===== src/rtl/bcd_serial_adder.sv =====
// Digit-serial multi-digit BCD adder: one digit pair per cycle through a single
// BCD digit cell, carry rippled through a register, LSD first, done pulse at end.

module bcd_digit_add (
    input  logic [3:0] i_a,
    input  logic [3:0] i_b,
    input  logic       i_c,
    output logic [3:0] o_d,
    output logic       o_c
);
    logic [4:0] w_bin;
    logic [4:0] w_adj;

    // Binary sum plus decimal correction when it exceeds 9
    always_comb begin
        w_bin = 5'(i_a) + 5'(i_b) + 5'(i_c);
        w_adj = w_bin + 5'd6;
        if (w_bin > 5'd9) begin
            o_d = w_adj[3:0];
            o_c = 1'b1;
        end else begin
            o_d = w_bin[3:0];
            o_c = 1'b0;
        end
    end
endmodule

module bcd_serial_adder #(
    parameter int unsigned DIGITS = 4
) (
    input  logic                  clk,
    input  logic                  rst_n,
    input  logic                  i_start,
    input  logic [4*DIGITS-1:0]   i_a,
    input  logic [4*DIGITS-1:0]   i_b,
    input  logic                  i_c_in,
    output logic                  o_ready,
    output logic                  o_busy,
    output logic                  o_done,
    output logic [4*DIGITS-1:0]   o_sum,
    output logic                  o_c_out,
    output logic                  o_err
);
    localparam int unsigned W     = 4 * DIGITS;
    localparam int unsigned IDX_W = (DIGITS > 1) ? $clog2(DIGITS) : 1;

    typedef enum logic [2:0] {
        S_IDLE = 3'b001,
        S_RUN  = 3'b010,
        S_DONE = 3'b100
    } state_t;

    state_t             r_state;
    state_t             w_next;
    logic [W-1:0]       r_a;
    logic [W-1:0]       r_b;
    logic [W-1:0]       r_sum;
    logic [IDX_W-1:0]   r_idx;
    logic               r_carry;
    logic               r_c_out;
    logic               r_err;
    logic               w_accept;
    logic               w_last;
    logic               w_err_in;
    logic [3:0]         w_dig;
    logic               w_dig_c;

    // State register
    always_ff @(posedge clk) begin
        if (!rst_n) r_state <= S_IDLE;
        else        r_state <= w_next;
    end

    // Next-state logic
    always_comb begin
        w_next = r_state;
        case (r_state)
            S_IDLE:  if (i_start) w_next = S_RUN;
            S_RUN:   if (w_last)  w_next = S_DONE;
            S_DONE:  w_next = S_IDLE;
            default: w_next = S_IDLE;
        endcase
    end

    // Moore outputs and control strobes
    always_comb begin
        o_ready  = (r_state == S_IDLE);
        o_busy   = (r_state == S_RUN);
        o_done   = (r_state == S_DONE);
        w_accept = (r_state == S_IDLE) && i_start;
        w_last   = (r_state == S_RUN) && (r_idx == IDX_W'(DIGITS - 1));
    end

    // Any operand digit above 9 marks the whole add invalid
    always_comb begin
        w_err_in = 1'b0;
        for (int i = 0; i < int'(DIGITS); i++) begin
            if (i_a[4*i +: 4] > 4'd9 || i_b[4*i +: 4] > 4'd9) w_err_in = 1'b1;
        end
    end

    bcd_digit_add u_cell (
        .i_a (r_a[4*r_idx +: 4]),
        .i_b (r_b[4*r_idx +: 4]),
        .i_c (r_carry),
        .o_d (w_dig),
        .o_c (w_dig_c)
    );

    // Operand latch, digit sequencing and result assembly
    always_ff @(posedge clk) begin
        if (!rst_n) begin
            r_a     <= '0;
            r_b     <= '0;
            r_sum   <= '0;
            r_idx   <= '0;
            r_carry <= 1'b0;
            r_c_out <= 1'b0;
            r_err   <= 1'b0;
        end else if (w_accept) begin
            r_a     <= i_a;
            r_b     <= i_b;
            r_sum   <= '0;
            r_idx   <= '0;
            r_carry <= i_c_in;
            r_c_out <= 1'b0;
            r_err   <= w_err_in;
        end else if (r_state == S_RUN) begin
            r_carry <= w_dig_c;
            if (w_last) begin
                r_idx <= '0;
                if (r_err) begin
                    r_sum   <= '0;
                    r_c_out <= 1'b0;
                end else begin
                    r_sum[4*r_idx +: 4] <= w_dig;
                    r_c_out             <= w_dig_c;
                end
            end else begin
                r_sum[4*r_idx +: 4] <= w_dig;
                r_idx               <= r_idx + IDX_W'(1);
            end
        end
    end

    assign o_sum   = r_sum;
    assign o_c_out = r_c_out;
    assign o_err   = r_err;
endmodule


===== config.mk =====
export PLATFORM = sky130hd
export DESIGN_NAME = bcd_serial_adder
export DESIGN_NICKNAME = d
export VERILOG_FILES = /design/src/rtl/bcd_serial_adder.sv
export SDC_FILE = /design/constraint.sdc
export NUM_CORES = 1
export LEC_CHECK = 0
export ABC_AREA = 0
export CORE_MARGIN = 2
export CORE_UTILIZATION = 30
export CTS_BUF_LIST = sky130_fd_sc_hd__clkbuf_4 sky130_fd_sc_hd__clkbuf_8 sky130_fd_sc_hd__clkbuf_16
export CTS_CLUSTER_SIZE = 16
export DETAILED_ROUTE_END_ITERATION = 10
export DONT_BUFFER_PORTS = 1
export GPL_TIMING_DRIVEN = 0
export PLACE_DENSITY_LB_ADDON = 0.12
export RECOVER_POWER = 25
export SLEW_MARGIN = 25
export SYNTH_ARGS = -nofsm -noshare
export SYNTH_HDL_FRONTEND = slang
export SYNTH_SLANG_ARGS = --single-unit

===== constraint.sdc =====
create_clock -name clk -period 4.64 [get_ports clk]
set_input_delay 1.392 -clock clk [delete_from_list [all_inputs] [get_ports clk]]
set_output_delay 1.392 -clock clk [all_outputs]
set_load 0.005 [all_outputs]

==> results.sh <==
export IMPL_p_sw_share_pct=27.81
export IMPL_num_vias=2110
export IMPL_fillers=936
export IMPL_antenna_found_initial=0
export IMPL_status="finished, final reports clean"
export IMPL_final_max_slew_violation_count=0
export IMPL_diodes=0
export IMPL_worst_setup_path_type="register to register"
export IMPL_p_leak_nw=1.022
export IMPL_met1_usage_pct=19.79
export IMPL_syn_to_final_growth_pct=8.904
export IMPL_fin_nets=361
export IMPL_worst_pin_slew_ns=0.5815
export IMPL_cts_max_level=2
export IMPL_clkPwrFrac_pct=30.3
export IMPL_worstPathCellList="buf_2, mux4_2, fa_1, fa_1, xnor2_1, ha_1, nor2b_1, o41ai_4, mux2_4, o21ai_2"
export IMPL_cap_violations=0
export IMPL_drtIter0Drc=80
export IMPL_period_share_pct=84.29
export IMPL_cts_setup_buffers=0
export IMPL_maxSlewHeadroom_pct=61.23
export IMPL_crit_path_frequent_cell="fa_1"
export IMPL_final_core_util_pct=33.12
export IMPL_rows=34
export IMPL_power_frac_seq_pct=54.4
export IMPL_cts_hold_buf=0
export IMPL_dp_hpwl_um=5178
export IMPL_min_path_type="register to register"
export IMPL_grt_max_degree=17
export IMPL_ys_seq_area_share_pct=42.89
export IMPL_grt_pass1_wl_um=11410
export IMPL_post_drt_via_cell_ratio=4.988
export IMPL_io_pins=57
export IMPL_period_minus_slack_ns=3.911
export IMPL_path_max_fanout=10
export IMPL_start_util_pct=30.42
export IMPL_cts_buffer_depth=2
export IMPL_endpoint_kind="register"
export IMPL_yosys_warnings=0
export IMPL_intPower_mw=0.6836
export IMPL_tns_ns=0
export IMPL_grtUsageMet3_pct=3.165
export IMPL_synth_nets=354
export IMPL_synth_avg_cell_area_um2=8.514
export IMPL_clock_sinks=56
export IMPL_cp_required_ns=4.89
export IMPL_die_area_um2=9475
export IMPL_rsz0062_at_grt="false"
export IMPL_core_area_um2=8593
export IMPL_powerDensity_nw_per_um2=332.7
export IMPL_final_setup_skew_ns=0.009348
export IMPL_cts_buffers=5
export IMPL_layout_drive_gt1_share_pct=10.16
export IMPL_cp_arrival_ns=4.16
export IMPL_cts_resized_gates=0
export IMPL_top_usage_layer="met2"
export IMPL_setup_viol=0
export IMPL_gp_congestion=0.7961
export IMPL_slowest_delay_ns=0.59
export IMPL_worstSkewPairLatency_ns=0.31
export IMPL_ant_nets=0
export IMPL_crit_path_top_delay_cell="mux4_2"
export IMPL_firstDrtPassIters=4
export IMPL_synth_cell_types=40
export IMPL_die_x_um=97.34
export IMPL_layout_commonest_cell="nand2_1"
export IMPL_critPathLaunchType="register"
export IMPL_hold_viol=0
export IMPL_final_cell_mix="nand2_1, dfxtp_1, a21oi_1"
export IMPL_wl_per_cell_um=16.06
export IMPL_port_buffers=0
export IMPL_cp_top_family="adder cells"
export IMPL_critPathBufInv=1
export IMPL_synth_area_leaders="dfxtp_1, nand2_1, a21oi_1"
export IMPL_grt_overflow_total=0
export IMPL_netlist_instances=307
export IMPL_wl_um=6794
export IMPL_cts_tree="yes"
export IMPL_path_clk_slew_ns=0.10
export IMPL_grt_usage_pct=15.01
export IMPL_fmax_ghz=0.2557
export IMPL_synth_top_area_cell="dfxtp_1"
export IMPL_ir_worst_vdd_mv=0.1283
export IMPL_syn_area_um2=2614
export IMPL_synth_seq_cells=56
export IMPL_grt_use_met2_pct=25.27
export IMPL_combPwrFrac_pct=15.3
export IMPL_die_h_um=97.34
export IMPL_synth_top_area_share_pct=42.89
export IMPL_grt_pass1_vias=2189
export IMPL_drc=0
export IMPL_cts_root_buf="clkbuf_8"
export IMPL_p_sw_mw=0.2634
per-stage QoR:
step	total power, mW	worst slack [ns]	hold slack [ns]	area [µm²]	std cells
floorplan	0.6322	1.123	0.4331	2614	307
global placement	0.6711	0.7098	0.4418	2749	415
detailed placement	0.6726	0.6968	0.4467	2749	415
CTS	0.9617	0.6743	0.4611	2846	423
global route	1.000	0.4430	0.4847	2846	423
finish	0.9470	0.7289	0.4571	2846	423
cells in the mapped netlist:
master     number
or3_1           1
nand3b_1        1
o21ai_2         4
nand4bb_1       1
nor3_1          4
inv_2           1
nand2_1        89
and2_1          1
fa_1            2
o21ai_1         1
buf_2           6
and3_4          1
nand4_1         5
nand2b_1        5
a2111oi_0       2
nor2_1         11
dfxtp_1        56
ha_1            9
a21o_2          1
o21ai_0        16
o21bai_1        1
and3_1          1
o41ai_4         1
a21boi_2        1
nand3_1         5
clkbuf_1        8
mux4_2          8
o31a_1          1
mux2_4          1
a21oi_2         1
a21oi_1        44
a31oi_1         1
nor2b_1         4
o22ai_1         2
and3b_1         1
xnor2_1         1
nor3b_1         3
inv_1           4
nor4bb_1        1
mux2i_1         1
cell type report:
type	instances	area, µm²	area share [%]
buffer	14	60.06	2.110
clock buffer	7	90.09	3.165
clock inverter	1	7.507	0.2637
inverter	5	18.77	0.6593
multi-input combinational	232	1414	49.67
sequential	56	1121	39.38
tap	108	135.1	4.747
state kept, by name, indices dropped and copies added, names as in the netlist:
signal,cells
o_c_out,1
o_err,1
o_sum,16
r_a,16
r_b,16
r_carry,1
r_idx,2
r_state,3
kinds of logic after synthesis:
logic type               synth area share [%]
multiplexers                            7.850
flip-flops                              42.89
AND/OR/NAND/NOR                         22.88
XOR/XNOR                               0.3351
adder cells (fa/ha/maj)                 5.840
AO/OA/AOI/OAI                           17.19
buffers and inverters                   3.016
worst reg2reg max path, delay by kind of cell (launching register included):
family          cells  cell delay [ns]
compound gates      2             0.64
xor+xnor            1             0.20
fa+ha+maj           3             1.12
buf+inv             1             0.35
flops               1             0.39
mux                 2             0.98
simple gates        1             0.18
worst paths after layout:
path                         start               endpoint  slack [ns]  cells after the start
min reg2reg   r_a[15]$_SDFFE_PN0P_   r_a[15]$_SDFFE_PN0P_        0.46                      2
min           r_a[15]$_SDFFE_PN0P_   r_a[15]$_SDFFE_PN0P_        0.46                      2
max          r_idx[0]$_SDFFE_PP0P_  o_sum[6]$_SDFFE_PP0P_        0.73                     10
max reg2reg  r_idx[0]$_SDFFE_PP0P_  o_sum[6]$_SDFFE_PP0P_        0.73                     10
layer usage:
layer  vias to the layer above  part of all wire [%]
li1                       1071                     -
met1                       985                    47
met2                        47                    49
met3                         7                   3.9
met4                         0                  0.81
met5                         -                     0
power groups by stage:
stage / registers [mW] / logic, mW / clock network (mW)
floorplan: 0.521 / 0.111 / 0
global placement: 0.526 / 0.145 / 0
detailed placement: 0.527 / 0.146 / 0
CTS: 0.515 / 0.147 / 0.299
global route: 0.518 / 0.165 / 0.317
finish: 0.515 / 0.145 / 0.287
Note: power is estimated with default switching activity, not from simulation.
